==> src/rtl/cache_port_arbiter_pkg.sv <==
// Shared types for the cache port arbiter: FSM state encoding and requester IDs.
package cache_port_arbiter_pkg;

  typedef enum logic [1:0] {
    ARB_IDLE  = 2'd0,
    ARB_BUSY  = 2'd1,
    ARB_DRAIN = 2'd2
  } arb_state_e;

  typedef enum logic {
    REQ_I = 1'b0,
    REQ_D = 1'b1
  } req_id_e;

endpackage

==> src/rtl/cache_port_arbiter_if.sv <==
// Requester and cache-side bus of the cache port arbiter.
//
// Handshake: i_req/d_req are levels held (with their address/data) until the
// matching one-cycle *_done pulse; *_rdata is valid in the done cycle. On the
// cache side c_ld/c_st/c_addr/c_wdata are held constant until c_done is seen
// high for one cycle, after which c_ld/c_st drop for at least one cycle.
interface cache_port_arbiter_if #(
  parameter int ADDR_W = 16,
  parameter int DATA_W = 16
);
  logic              i_req;
  logic [ADDR_W-1:0] i_addr;
  logic              i_done;
  logic [DATA_W-1:0] i_rdata;
  logic              d_req;
  logic              d_wr;
  logic [ADDR_W-1:0] d_addr;
  logic [DATA_W-1:0] d_wdata;
  logic              d_done;
  logic [DATA_W-1:0] d_rdata;
  logic              c_ld;
  logic              c_st;
  logic [ADDR_W-1:0] c_addr;
  logic [DATA_W-1:0] c_wdata;
  logic              c_done;
  logic [DATA_W-1:0] c_rdata;
  logic              c_hit;

  // Arbiter side.
  modport slave (
    input  i_req, i_addr, d_req, d_wr, d_addr, d_wdata, c_done, c_rdata, c_hit,
    output i_done, i_rdata, d_done, d_rdata, c_ld, c_st, c_addr, c_wdata
  );

  // Requesters plus cache side.
  modport master (
    output i_req, i_addr, d_req, d_wr, d_addr, d_wdata, c_done, c_rdata, c_hit,
    input  i_done, i_rdata, d_done, d_rdata, c_ld, c_st, c_addr, c_wdata
  );
endinterface

==> src/rtl/cache_arb_rr.sv <==
// Two-requester round-robin picker; the last grant is kept by the parent.
module cache_arb_rr
  import cache_port_arbiter_pkg::*;
(
  input  logic    i_req,
  input  logic    d_req,
  input  req_id_e last_grant,
  output logic    grant_d
);

  // A lone requester wins; on a tie the one not granted last time wins.
  always_comb begin
    grant_d = 1'b0;
    if (i_req && d_req) grant_d = (last_grant == REQ_I);
    else                grant_d = d_req;
  end

endmodule

==> src/rtl/cache_port_arbiter.sv <==
// Shares one cache between the instruction (I) and data (D) requesters.
// Optional build macro: CACHE_ARB_PERF_CNT_EN adds saturating hit/miss counters.
module cache_port_arbiter
  import cache_port_arbiter_pkg::*;
#(
  parameter int ADDR_W      = 16,
  parameter int DATA_W      = 16,
  parameter int TIMEOUT_CYC = 64,
  parameter int CNT_W       = 16
) (
  input  logic                clk,
  input  logic                rst,
  cache_port_arbiter_if.slave bus,
  output logic                grant_d,
  output logic                busy,
  output logic                hang,
  output arb_state_e          dbg_state
`ifdef CACHE_ARB_PERF_CNT_EN
  ,
  output logic [CNT_W-1:0]    i_hit_cnt,
  output logic [CNT_W-1:0]    i_miss_cnt,
  output logic [CNT_W-1:0]    d_hit_cnt,
  output logic [CNT_W-1:0]    d_miss_cnt
`endif
);

  localparam int TMO_W = $clog2(TIMEOUT_CYC) + 1;
  localparam logic [TMO_W-1:0] TMO_MAX = TMO_W'(TIMEOUT_CYC);

  arb_state_e        state_q, state_d;
  req_id_e           last_grant_q, last_grant_d;
  logic              grant_d_q, grant_d_d;
  logic              busy_q, busy_d;
  logic              hang_q, hang_d;
  logic [TMO_W-1:0]  tmo_q, tmo_d;
  logic              c_ld_q, c_ld_d, c_st_q, c_st_d;
  logic [ADDR_W-1:0] c_addr_q, c_addr_d;
  logic [DATA_W-1:0] c_wdata_q, c_wdata_d;
  logic              i_done_q, i_done_d, d_done_q, d_done_d;
  logic [DATA_W-1:0] i_rdata_q, i_rdata_d, d_rdata_q, d_rdata_d;
  logic              pick_d;
`ifdef CACHE_ARB_PERF_CNT_EN
  logic [CNT_W-1:0]  i_hit_q, i_hit_d, i_miss_q, i_miss_d;
  logic [CNT_W-1:0]  d_hit_q, d_hit_d, d_miss_q, d_miss_d;
`else
  logic              unused_c_hit;
  assign unused_c_hit = bus.c_hit;
`endif

  cache_arb_rr u_rr (
    .i_req      (bus.i_req),
    .d_req      (bus.d_req),
    .last_grant (last_grant_q),
    .grant_d    (pick_d)
  );

  // Next-state and registered-output logic for the IDLE/BUSY/DRAIN FSM.
  always_comb begin
    state_d      = state_q;
    last_grant_d = last_grant_q;
    grant_d_d    = grant_d_q;
    busy_d       = busy_q;
    hang_d       = hang_q;
    tmo_d        = tmo_q;
    c_ld_d       = c_ld_q;
    c_st_d       = c_st_q;
    c_addr_d     = c_addr_q;
    c_wdata_d    = c_wdata_q;
    i_done_d     = 1'b0;
    d_done_d     = 1'b0;
    i_rdata_d    = i_rdata_q;
    d_rdata_d    = d_rdata_q;
`ifdef CACHE_ARB_PERF_CNT_EN
    i_hit_d      = i_hit_q;
    i_miss_d     = i_miss_q;
    d_hit_d      = d_hit_q;
    d_miss_d     = d_miss_q;
`endif
    case (state_q)
      ARB_IDLE: begin
        if (bus.i_req || bus.d_req) begin
          state_d      = ARB_BUSY;
          busy_d       = 1'b1;
          tmo_d        = '0;
          grant_d_d    = pick_d;
          last_grant_d = pick_d ? REQ_D : REQ_I;
          if (pick_d) begin
            c_addr_d  = bus.d_addr;
            c_wdata_d = bus.d_wdata;
            c_st_d    = bus.d_wr;
            c_ld_d    = ~bus.d_wr;
          end else begin
            c_addr_d  = bus.i_addr;
            c_wdata_d = '0;
            c_st_d    = 1'b0;
            c_ld_d    = 1'b1;
          end
        end
      end
      ARB_BUSY: begin
        // Counter saturates at the limit; hang is sticky until reset.
        if (tmo_q != TMO_MAX) begin
          tmo_d = tmo_q + 1'b1;
          if ((tmo_q + 1'b1) == TMO_MAX) hang_d = 1'b1;
        end
        if (bus.c_done) begin
          state_d = ARB_DRAIN;
          c_ld_d  = 1'b0;
          c_st_d  = 1'b0;
          if (grant_d_q) begin
            d_done_d = 1'b1;
            if (!c_st_q) d_rdata_d = bus.c_rdata;
          end else begin
            i_done_d  = 1'b1;
            i_rdata_d = bus.c_rdata;
          end
`ifdef CACHE_ARB_PERF_CNT_EN
          if (grant_d_q && bus.c_hit && d_hit_q != {CNT_W{1'b1}})
            d_hit_d = d_hit_q + 1'b1;
          if (grant_d_q && !bus.c_hit && d_miss_q != {CNT_W{1'b1}})
            d_miss_d = d_miss_q + 1'b1;
          if (!grant_d_q && bus.c_hit && i_hit_q != {CNT_W{1'b1}})
            i_hit_d = i_hit_q + 1'b1;
          if (!grant_d_q && !bus.c_hit && i_miss_q != {CNT_W{1'b1}})
            i_miss_d = i_miss_q + 1'b1;
`endif
        end
      end
      ARB_DRAIN: begin
        state_d = ARB_IDLE;
        busy_d  = 1'b0;
      end
      default: begin
        state_d = ARB_IDLE;
        busy_d  = 1'b0;
      end
    endcase
  end

  // State and output registers with asynchronous active-low clear.
  always_ff @(posedge clk or negedge rst) begin
    if (!rst) begin
      state_q      <= ARB_IDLE;
      last_grant_q <= REQ_I;
      grant_d_q    <= 1'b0;
      busy_q       <= 1'b0;
      hang_q       <= 1'b0;
      tmo_q        <= '0;
      c_ld_q       <= 1'b0;
      c_st_q       <= 1'b0;
      c_addr_q     <= '0;
      c_wdata_q    <= '0;
      i_done_q     <= 1'b0;
      d_done_q     <= 1'b0;
      i_rdata_q    <= '0;
      d_rdata_q    <= '0;
`ifdef CACHE_ARB_PERF_CNT_EN
      i_hit_q      <= '0;
      i_miss_q     <= '0;
      d_hit_q      <= '0;
      d_miss_q     <= '0;
`endif
    end else begin
      state_q      <= state_d;
      last_grant_q <= last_grant_d;
      grant_d_q    <= grant_d_d;
      busy_q       <= busy_d;
      hang_q       <= hang_d;
      tmo_q        <= tmo_d;
      c_ld_q       <= c_ld_d;
      c_st_q       <= c_st_d;
      c_addr_q     <= c_addr_d;
      c_wdata_q    <= c_wdata_d;
      i_done_q     <= i_done_d;
      d_done_q     <= d_done_d;
      i_rdata_q    <= i_rdata_d;
      d_rdata_q    <= d_rdata_d;
`ifdef CACHE_ARB_PERF_CNT_EN
      i_hit_q      <= i_hit_d;
      i_miss_q     <= i_miss_d;
      d_hit_q      <= d_hit_d;
      d_miss_q     <= d_miss_d;
`endif
    end
  end

  assign bus.c_ld    = c_ld_q;
  assign bus.c_st    = c_st_q;
  assign bus.c_addr  = c_addr_q;
  assign bus.c_wdata = c_wdata_q;
  assign bus.i_done  = i_done_q;
  assign bus.i_rdata = i_rdata_q;
  assign bus.d_done  = d_done_q;
  assign bus.d_rdata = d_rdata_q;
  assign grant_d     = grant_d_q;
  assign busy        = busy_q;
  assign hang        = hang_q;
  assign dbg_state   = state_q;
`ifdef CACHE_ARB_PERF_CNT_EN
  assign i_hit_cnt   = i_hit_q;
  assign i_miss_cnt  = i_miss_q;
  assign d_hit_cnt   = d_hit_q;
  assign d_miss_cnt  = d_miss_q;
`endif

endmodule

==> src/flat_wrapper.sv <==
// flat-port wrapper written by rule: the top's interface ports become plain ports
module cache_port_arbiter_flat import cache_port_arbiter_pkg::*;
#(
  parameter int ADDR_W      = 16,
  parameter int DATA_W      = 16,
  parameter int TIMEOUT_CYC = 64,
  parameter int CNT_W       = 16
)
  (clk, rst, grant_d, busy, hang, dbg_state, bus_i_req, bus_i_addr, bus_d_req, bus_d_wr, bus_d_addr, bus_d_wdata, bus_c_done, bus_c_rdata, bus_c_hit, bus_i_done, bus_i_rdata, bus_d_done, bus_d_rdata, bus_c_ld, bus_c_st, bus_c_addr, bus_c_wdata);
  cache_port_arbiter_if #(.ADDR_W(ADDR_W), .DATA_W(DATA_W)) bus_i ();
  input  logic clk;
  input  logic rst;
  output logic grant_d;
  output logic busy;
  output logic hang;
  output arb_state_e dbg_state;
  input wire logic [$bits(bus_i.i_req)-1:0] bus_i_req;
  input wire logic [$bits(bus_i.i_addr)-1:0] bus_i_addr;
  input wire logic [$bits(bus_i.d_req)-1:0] bus_d_req;
  input wire logic [$bits(bus_i.d_wr)-1:0] bus_d_wr;
  input wire logic [$bits(bus_i.d_addr)-1:0] bus_d_addr;
  input wire logic [$bits(bus_i.d_wdata)-1:0] bus_d_wdata;
  input wire logic [$bits(bus_i.c_done)-1:0] bus_c_done;
  input wire logic [$bits(bus_i.c_rdata)-1:0] bus_c_rdata;
  input wire logic [$bits(bus_i.c_hit)-1:0] bus_c_hit;
  output wire logic [$bits(bus_i.i_done)-1:0] bus_i_done;
  output wire logic [$bits(bus_i.i_rdata)-1:0] bus_i_rdata;
  output wire logic [$bits(bus_i.d_done)-1:0] bus_d_done;
  output wire logic [$bits(bus_i.d_rdata)-1:0] bus_d_rdata;
  output wire logic [$bits(bus_i.c_ld)-1:0] bus_c_ld;
  output wire logic [$bits(bus_i.c_st)-1:0] bus_c_st;
  output wire logic [$bits(bus_i.c_addr)-1:0] bus_c_addr;
  output wire logic [$bits(bus_i.c_wdata)-1:0] bus_c_wdata;
  assign bus_i.i_req = bus_i_req;
  assign bus_i.i_addr = bus_i_addr;
  assign bus_i.d_req = bus_d_req;
  assign bus_i.d_wr = bus_d_wr;
  assign bus_i.d_addr = bus_d_addr;
  assign bus_i.d_wdata = bus_d_wdata;
  assign bus_i.c_done = bus_c_done;
  assign bus_i.c_rdata = bus_c_rdata;
  assign bus_i.c_hit = bus_c_hit;
  assign bus_i_done = bus_i.i_done;
  assign bus_i_rdata = bus_i.i_rdata;
  assign bus_d_done = bus_i.d_done;
  assign bus_d_rdata = bus_i.d_rdata;
  assign bus_c_ld = bus_i.c_ld;
  assign bus_c_st = bus_i.c_st;
  assign bus_c_addr = bus_i.c_addr;
  assign bus_c_wdata = bus_i.c_wdata;
  cache_port_arbiter #(.ADDR_W(ADDR_W), .DATA_W(DATA_W), .TIMEOUT_CYC(TIMEOUT_CYC), .CNT_W(CNT_W)) u_core (.clk(clk), .rst(rst), .bus(bus_i), .grant_d(grant_d), .busy(busy), .hang(hang), .dbg_state(dbg_state));
endmodule
==> config.mk <==
export PLATFORM = sky130hd
export DESIGN_NAME = cache_port_arbiter_flat
export DESIGN_NICKNAME = d
export VERILOG_FILES = /design/src/rtl/cache_port_arbiter_pkg.sv /design/src/rtl/cache_port_arbiter_if.sv /design/src/rtl/cache_arb_rr.sv /design/src/rtl/cache_port_arbiter.sv /design/src/flat_wrapper.sv
export SDC_FILE = /design/constraint.sdc
export NUM_CORES = 1
export LEC_CHECK = 0
export CORE_UTILIZATION = 42
export DETAILED_ROUTE_END_ITERATION = 6
export PLACE_DENSITY = 0.8
export SLEW_MARGIN = 20
export SYNTH_ARGS = -nofsm -noshare
export SYNTH_HDL_FRONTEND = slang
export SYNTH_SLANG_ARGS = --single-unit
==> constraint.sdc <==
create_clock -name clk -period 2.2 [get_ports clk]
set_input_delay 0.44 -clock clk [delete_from_list [all_inputs] [get_ports clk]]
set_output_delay 0.44 -clock clk [all_outputs]
set_load 0.005 [all_outputs]
==> flow_summary.json, run 1 <==
{
  "wl_met2_mm": 3.80,
  "finalHoldViolCount": 0,
  "wl_met1_mm": 3.43,
  "final_common_cell": "clkdlybuf4s50_1",
  "synth_cells": 250,
  "first_iter_violations": 85,
  "swShare_pct": 28.4,
  "gr-total-overflow": 0,
  "drive_above_1_share_pct": 15.9,
  "track_usage_pct": 20.3,
  "die_height_um": 90.1,
  "cp.buffers_inverters": 0,
  "drc": 0,
  "syn_nets": 324,
  "antenna_found_initial": 0,
  "p_comb_share_pct": 42.9,
  "p_per_area_nw_per_um2": 1340,
  "cp-end-kind": "flop",
  "switchingPower_mw": 1.95,
  "cp_slowest_stage_delay_ns": 0.57,
  "dieArea_um2": 8120,
  "cts_sinks": 80,
  "cts_buffers": 9,
  "row_count": 31,
  "firstDrtPassIters": 4,
  "finalMaxSlewViolations": 0,
  "via_count": 2504,
  "setup_viol": 0,
  "ys.flop_type": "dfrtp_1",
  "synth_area_um2": 3260,
  "fin_worst_skew_ns": 0.00787,
  "htreeDepth": 3,
  "finalPower_mw": 6.88,
  "min_period_ns": 1.81,
  "outcome": "completed",
  "gp_congestion": 0.768,
  "hpwl_mm": 5.75,
  "async_reset_ff_share_pct": 100,
  "cts-root-buf": "clkbuf_8",
  "path_cells": "or4_4, o21ai_4, mux2i_1, o22ai_1",
  "coreArea_um2": 7370,
  "drv_cap": 0,
  "cts_resized": 0,
  "nets": 473,
  "cts_tree": "built",
  "totalWireLength_mm": 7.77,
  "critPathLaunchType": "flop",
  "clk_pin_slew_ns": 0.08,
  "viasPerCell": 4.99,
  "cts_hold_buf": 0,
  "grt_pass1_wl_mm": 13.0,
  "postCtsSetupBuffers": 0,
  "required_ns": 2.40,
  "grt_setup_unrepaired": "no",
  "leakagePower_nw": 2.22,
  "grt_max_degree": 54,
  "routed.top_layer": "met4",
  "clockBufferDepth": 2,
  "ant_nets": 0,
  "tns_ns": 0,
  "critical_path_arrival_ns": 2.00,
  "p_seq_share_pct": 37.1,
  "synth_edf_count": 0,
  "final_cell_mix": "141 x clkdlybuf4s50_1, 80 x dfrtp_1, 31 x mux2_2",
  "area_growth_pct": 57.2,
  "p_int_mw": 4.92,
  "tightest_slew_ns": 0.660,
  "cp_top_family": "simple AND/OR/NAND/NOR gates",
  "start_util_pct": 44.2,
  "die_w_um": 90.1,
  "num_antenna_cells": 0,
  "port_buffers": 142,
  "post_drt_wl_per_cell_um": 15.5,
  "cp_max_fo": 10,
  "hp-class": "in2async",
  "grt_pass1_vias": 2617,
  "ir_worst_vdd_mv": 0.746,
  "p_clk_share_pct": 20.0,
  "crit_slowest_cell": "or4_4",
  "syn_area_per_cell_um2": 13.0,
  "ys_seq_area_share_pct": 61.4,
  "ys_ff_latch": 80,
  "relSlewSlack_pct": 56.0,
  "wl_met3_um": 493,
  "yosysWarningCount": 0,
  "r2r_slack_ns": 0.39,
  "final.period_utilization_pct": 82.1,
  "clkLatencyLatePin_ns": 0.33,
  "max_clock_freq_mhz": 554,
  "ys_types": 36,
  "critPathKind": "reg2reg",
  "io_pins": 144
}
[per-layer routing]
layer	vias up	track usage [%]
met5	-	0
met4	0	4.44
met3	4	6.09
met2	104	32.7
met1	1212	27.1
li1	1184	-
[sequential cells by signal (all words and copies together), names as in the netlist]
name and flops:
u_core.bus.c_addr 16, u_core.bus.c_ld 1, u_core.bus.c_st 1, u_core.bus.c_wdata 16, u_core.bus.d_done 1, u_core.bus.d_rdata 16, u_core.bus.i_done 1, u_core.bus.i_rdata 16
u_core.busy 1, u_core.dbg_state 2, u_core.hang 1, u_core.last_grant_q 1, u_core.tmo_q 7
[through the flow]
| stage | hold WS (ns) | util (%) | setup WS, ns | instance area [µm²] | std cells |
|---|---|---|---|---|---|
| 2_1_floorplan | 0.144 | - | 0.520 | 3260 | 250 |
| 3_3_place_gp | 0.464 | 66.1 | 0.190 | 4870 | 487 |
| 3_5_place_dp | 0.470 | 66.1 | 0.164 | 4870 | 487 |
| 4_1_cts | 0.142 | 69.5 | 0.392 | 5120 | 502 |
| 5_1_grt | 0.167 | 69.5 | 0.283 | 5120 | 502 |
| 6_report | 0.136 | 69.5 | 0.395 | 5120 | 502 |
[power by group through the flow]
stage	sequential, mW	clock (mW)	combinational [mW]
2_1_floorplan	2.60	0	1.11
3_3_place_gp	2.55	0	2.91
3_5_place_dp	2.58	0	2.98
4_1_cts	2.56	1.40	3.00
5_1_grt	2.65	1.47	3.20
6_report	2.55	1.37	2.95
[cell families after synthesis]
family	Yosys count	share of synthesized area (%)
AOI/OAI and AO/OA	50	10.4
adders and majority gates	3	1.15
xor gates and xnor gates	4	1.08
muxes	50	16.7
buffers and inverters	20	2.73
DFF	80	61.4
and+or+nand+nor	43	6.45
[Yosys cell counts, types with 3 or more instances]
library cell | n | share of area [%]
dfrtp_1 | 80 | 61
inv_1 | 7 | 0.81
buf_2 | 5 | 0.77
o21ai_0 | 25 | 3.8
nand3_1 | 9 | 1.4
mux2_2 | 31 | 11
clkbuf_1 | 6 | 0.69
ha_1 | 3 | 1.2
a22o_1 | 16 | 4.3
nand2_1 | 21 | 2.4
mux2i_1 | 17 | 5.2
[layout make-up]
| cell class | instances | area, µm² |
|---|---|---|
| Clock buffer | 10 | 128 |
| Tap cell | 99 | 124 |
| Inverter | 7 | 26.3 |
| Sequential cell | 80 | 2000 |
| Clock inverter | 5 | 129 |
| Fill cell | 537 | 2240 |
| Timing Repair Buffer | 151 | 1540 |
| Multi-Input combinational cell | 150 | 1180 |
[worst paths after layout]
kind | depth (start not counted) | startpoint | end
min in group clk | 2 | u_core.bus.c_addr[7]$_DFFE_PN0P_ | u_core.bus.c_addr[7]$_DFFE_PN0P_
min reg2reg | 2 | u_core.bus.c_addr[7]$_DFFE_PN0P_ | u_core.bus.c_addr[7]$_DFFE_PN0P_
max in group asynchronous | 2 | rst | u_core.bus.i_rdata[14]$_DFFE_PN0P_
max | 4 | u_core.tmo_q[3]$_DFFE_PN0P_ | u_core.tmo_q[2]$_DFFE_PN0P_
max reg2reg | 4 | u_core.tmo_q[3]$_DFFE_PN0P_ | u_core.tmo_q[2]$_DFFE_PN0P_
min | 1 | rst | u_core.bus.d_rdata[7]$_DFFE_PN0P_
[worst reg2reg max path, cell delays in order, from the launching register on]
cell and delay, ns:
dfrtp_1 0.43, or4_4 0.57, o21ai_4 0.28, mux2i_1 0.27, o22ai_1 0.12
Note: power is estimated with default switching activity, not from simulation.
==> run 2, diff against run 1 <==
- clock period: 2.2 -> 1.88 ns (I/O delays scaled with it)
==> run 2 against run 1 <==
  * First-iteration DRC count is 5.9% lower
  * Sequential share of layout area grew 0.076 points
  * Sequential power is 18% higher
  * Global-route usage up 0.90 points
  * Via count grew 0.28%
  * Total power rose by 14%
  * Register-to-register slack worse by 0.23 ns
  * Worst setup slack lost 0.23 ns
  * Critical path depth stayed put
  * Critical endpoint is now u_core.hang$_DFFE_PN0P_
==> flow_summary.json, run 2 (synthesis results as in run 1) <==
{
  "clkLatencyLatePin_ns": 0.34,
  "start_util_pct": 44.2,
  "antenna_found_initial": 0,
  "final_cell_mix": "141 x clkdlybuf4s50_1, 80 x dfrtp_1, 31 x mux2_2",
  "reg2reg_to": "u_core.hang$_DFFE_PN0P_",
  "io_pins": 144,
  "postCtsSetupBuffers": 0,
  "critPathLaunchType": "flop",
  "cts_sinks": 80,
  "critical_path_arrival_ns": 1.94,
  "hpwl_mm": 5.86,
  "p_per_area_nw_per_um2": 1530,
  "num_antenna_cells": 0,
  "final.period_utilization_pct": 91.2,
  "tightest_slew_ns": 0.375,
  "grt_pass1_vias": 2682,
  "gp_congestion": 0.746,
  "cts_resized": 0,
  "die_height_um": 90.1,
  "totalWireLength_mm": 7.89,
  "postPlaceCellArea_um2": 4900,
  "r2r_slack_ns": 0.17,
  "relSlewSlack_pct": 75.0,
  "port_buffers": 142,
  "cts_buffers": 9,
  "finalInstanceArea_um2": 5110,
  "cts_hold_buf": 1,
  "first_iter_violations": 80,
  "fin_worst_skew_ns": 0.0111,
  "viasPerCell": 4.97,
  "r2r_start": "u_core.tmo_q[3]$_DFFE_PN0P_",
  "via_count": 2511,
  "grt_setup_unrepaired": "no",
  "hold_slack_ns": 0.479,
  "ir_worst_vdd_mv": 0.705,
  "cp_max_fo": 5,
  "track_usage_pct": 21.2,
  "grt_max_degree": 54,
  "htreeDepth": 3,
  "cp-end-kind": "flop",
  "coreArea_um2": 7370,
  "finalMaxSlewViolations": 0,
  "min_period_ns": 1.71,
  "max_clock_freq_mhz": 584,
  "dieArea_um2": 8120,
  "cts-root-buf": "clkbuf_8",
  "gr-total-overflow": 0,
  "drc": 0,
  "required_ns": 2.11,
  "finalPower_mw": 7.85,
  "outcome": "completed",
  "finalHoldViolCount": 0,
  "critPathKind": "reg2reg",
  "leakagePower_nw": 2.21,
  "firstDrtPassIters": 6,
  "drv_cap": 0,
  "area_growth_pct": 56.9,
  "clk_pin_slew_ns": 0.08,
  "final_common_cell": "clkdlybuf4s50_1",
  "place_ws_ns": -0.0857,
  "drive_above_1_share_pct": 16.3,
  "ant_nets": 0,
  "grt_pass1_wl_mm": 13.5,
  "setup_viol": 0,
  "nets": 476,
  "hp-class": "reg2reg",
  "crit_path_end": "u_core.hang$_DFFE_PN0P_",
  "reg2regPathDepth": 4,
  "clockBufferDepth": 2,
  "crit_start": "u_core.tmo_q[3]$_DFFE_PN0P_",
  "worst_slack_ns": 0.166,
  "row_count": 31,
  "post_drt_wl_per_cell_um": 15.6,
  "cts_tree": "built",
  "die_w_um": 90.1
}
-- run 2: final cells by class --
| class | instances | area (µm²) |
|---|---|---|
| Fill cell | 566 | 2250 |
| Sequential cell | 80 | 2000 |
| Timing Repair Buffer | 154 | 1570 |
| Multi-Input combinational cell | 150 | 1180 |
| Clock buffer | 10 | 128 |
| Tap cell | 99 | 124 |
| Clock inverter | 5 | 81.3 |
| Inverter | 7 | 26.3 |
-- run 2: per-stage QoR --
step	util (%)	TNS [ns]	instances
5_1_grt	69.4	0	505
2_1_floorplan	-	0	250
4_1_cts	69.4	0	505
6_report	69.4	0	505
3_5_place_dp	66.4	-1.18	489
3_3_place_gp	66.4	-1.15	489
-- run 2: worst min path at each step --
stage,startpoint,endpoint,slack [ns],depth (start not counted)
2_1_floorplan,rst,u_core.bus.c_addr[0]$_DFFE_PN0P_,0.08,0
3_3_place_gp,rst,u_core.bus.i_rdata[10]$_DFFE_PN0P_,0.31,1
3_5_place_dp,rst,u_core.bus.d_rdata[0]$_DFFE_PN0P_,0.32,1
4_1_cts,u_core.hang$_DFFE_PN0P_,u_core.hang$_DFFE_PN0P_,0.48,1
5_1_grt,u_core.hang$_DFFE_PN0P_,u_core.hang$_DFFE_PN0P_,0.50,1
6_report,u_core.hang$_DFFE_PN0P_,u_core.hang$_DFFE_PN0P_,0.48,1
-- run 2: worst max-delay path, stage by stage (launching register included) --
cell and delay, ns:
dfrtp_1 0.44, or4_4 0.57, nor2_1 0.12, and4b_1 0.23, a41o_1 0.24
-- run 2: where the power goes --
| group | internal [mW] | switching, mW |
|---|---|---|
| Combinational | 2.26 | 1.23 |
| Sequential | 2.52 | 0.483 |
| Clock | 0.744 | 0.609 |
-- run 2: metal layers --
layer  routed length, µm  global-route usage, %  share of wire, %
met5                   0                      0                 0
met3                 448                   5.84               5.7
met2                3990                   36.2                51
met4                  46                   4.03              0.58
met1                3400                   27.1                43
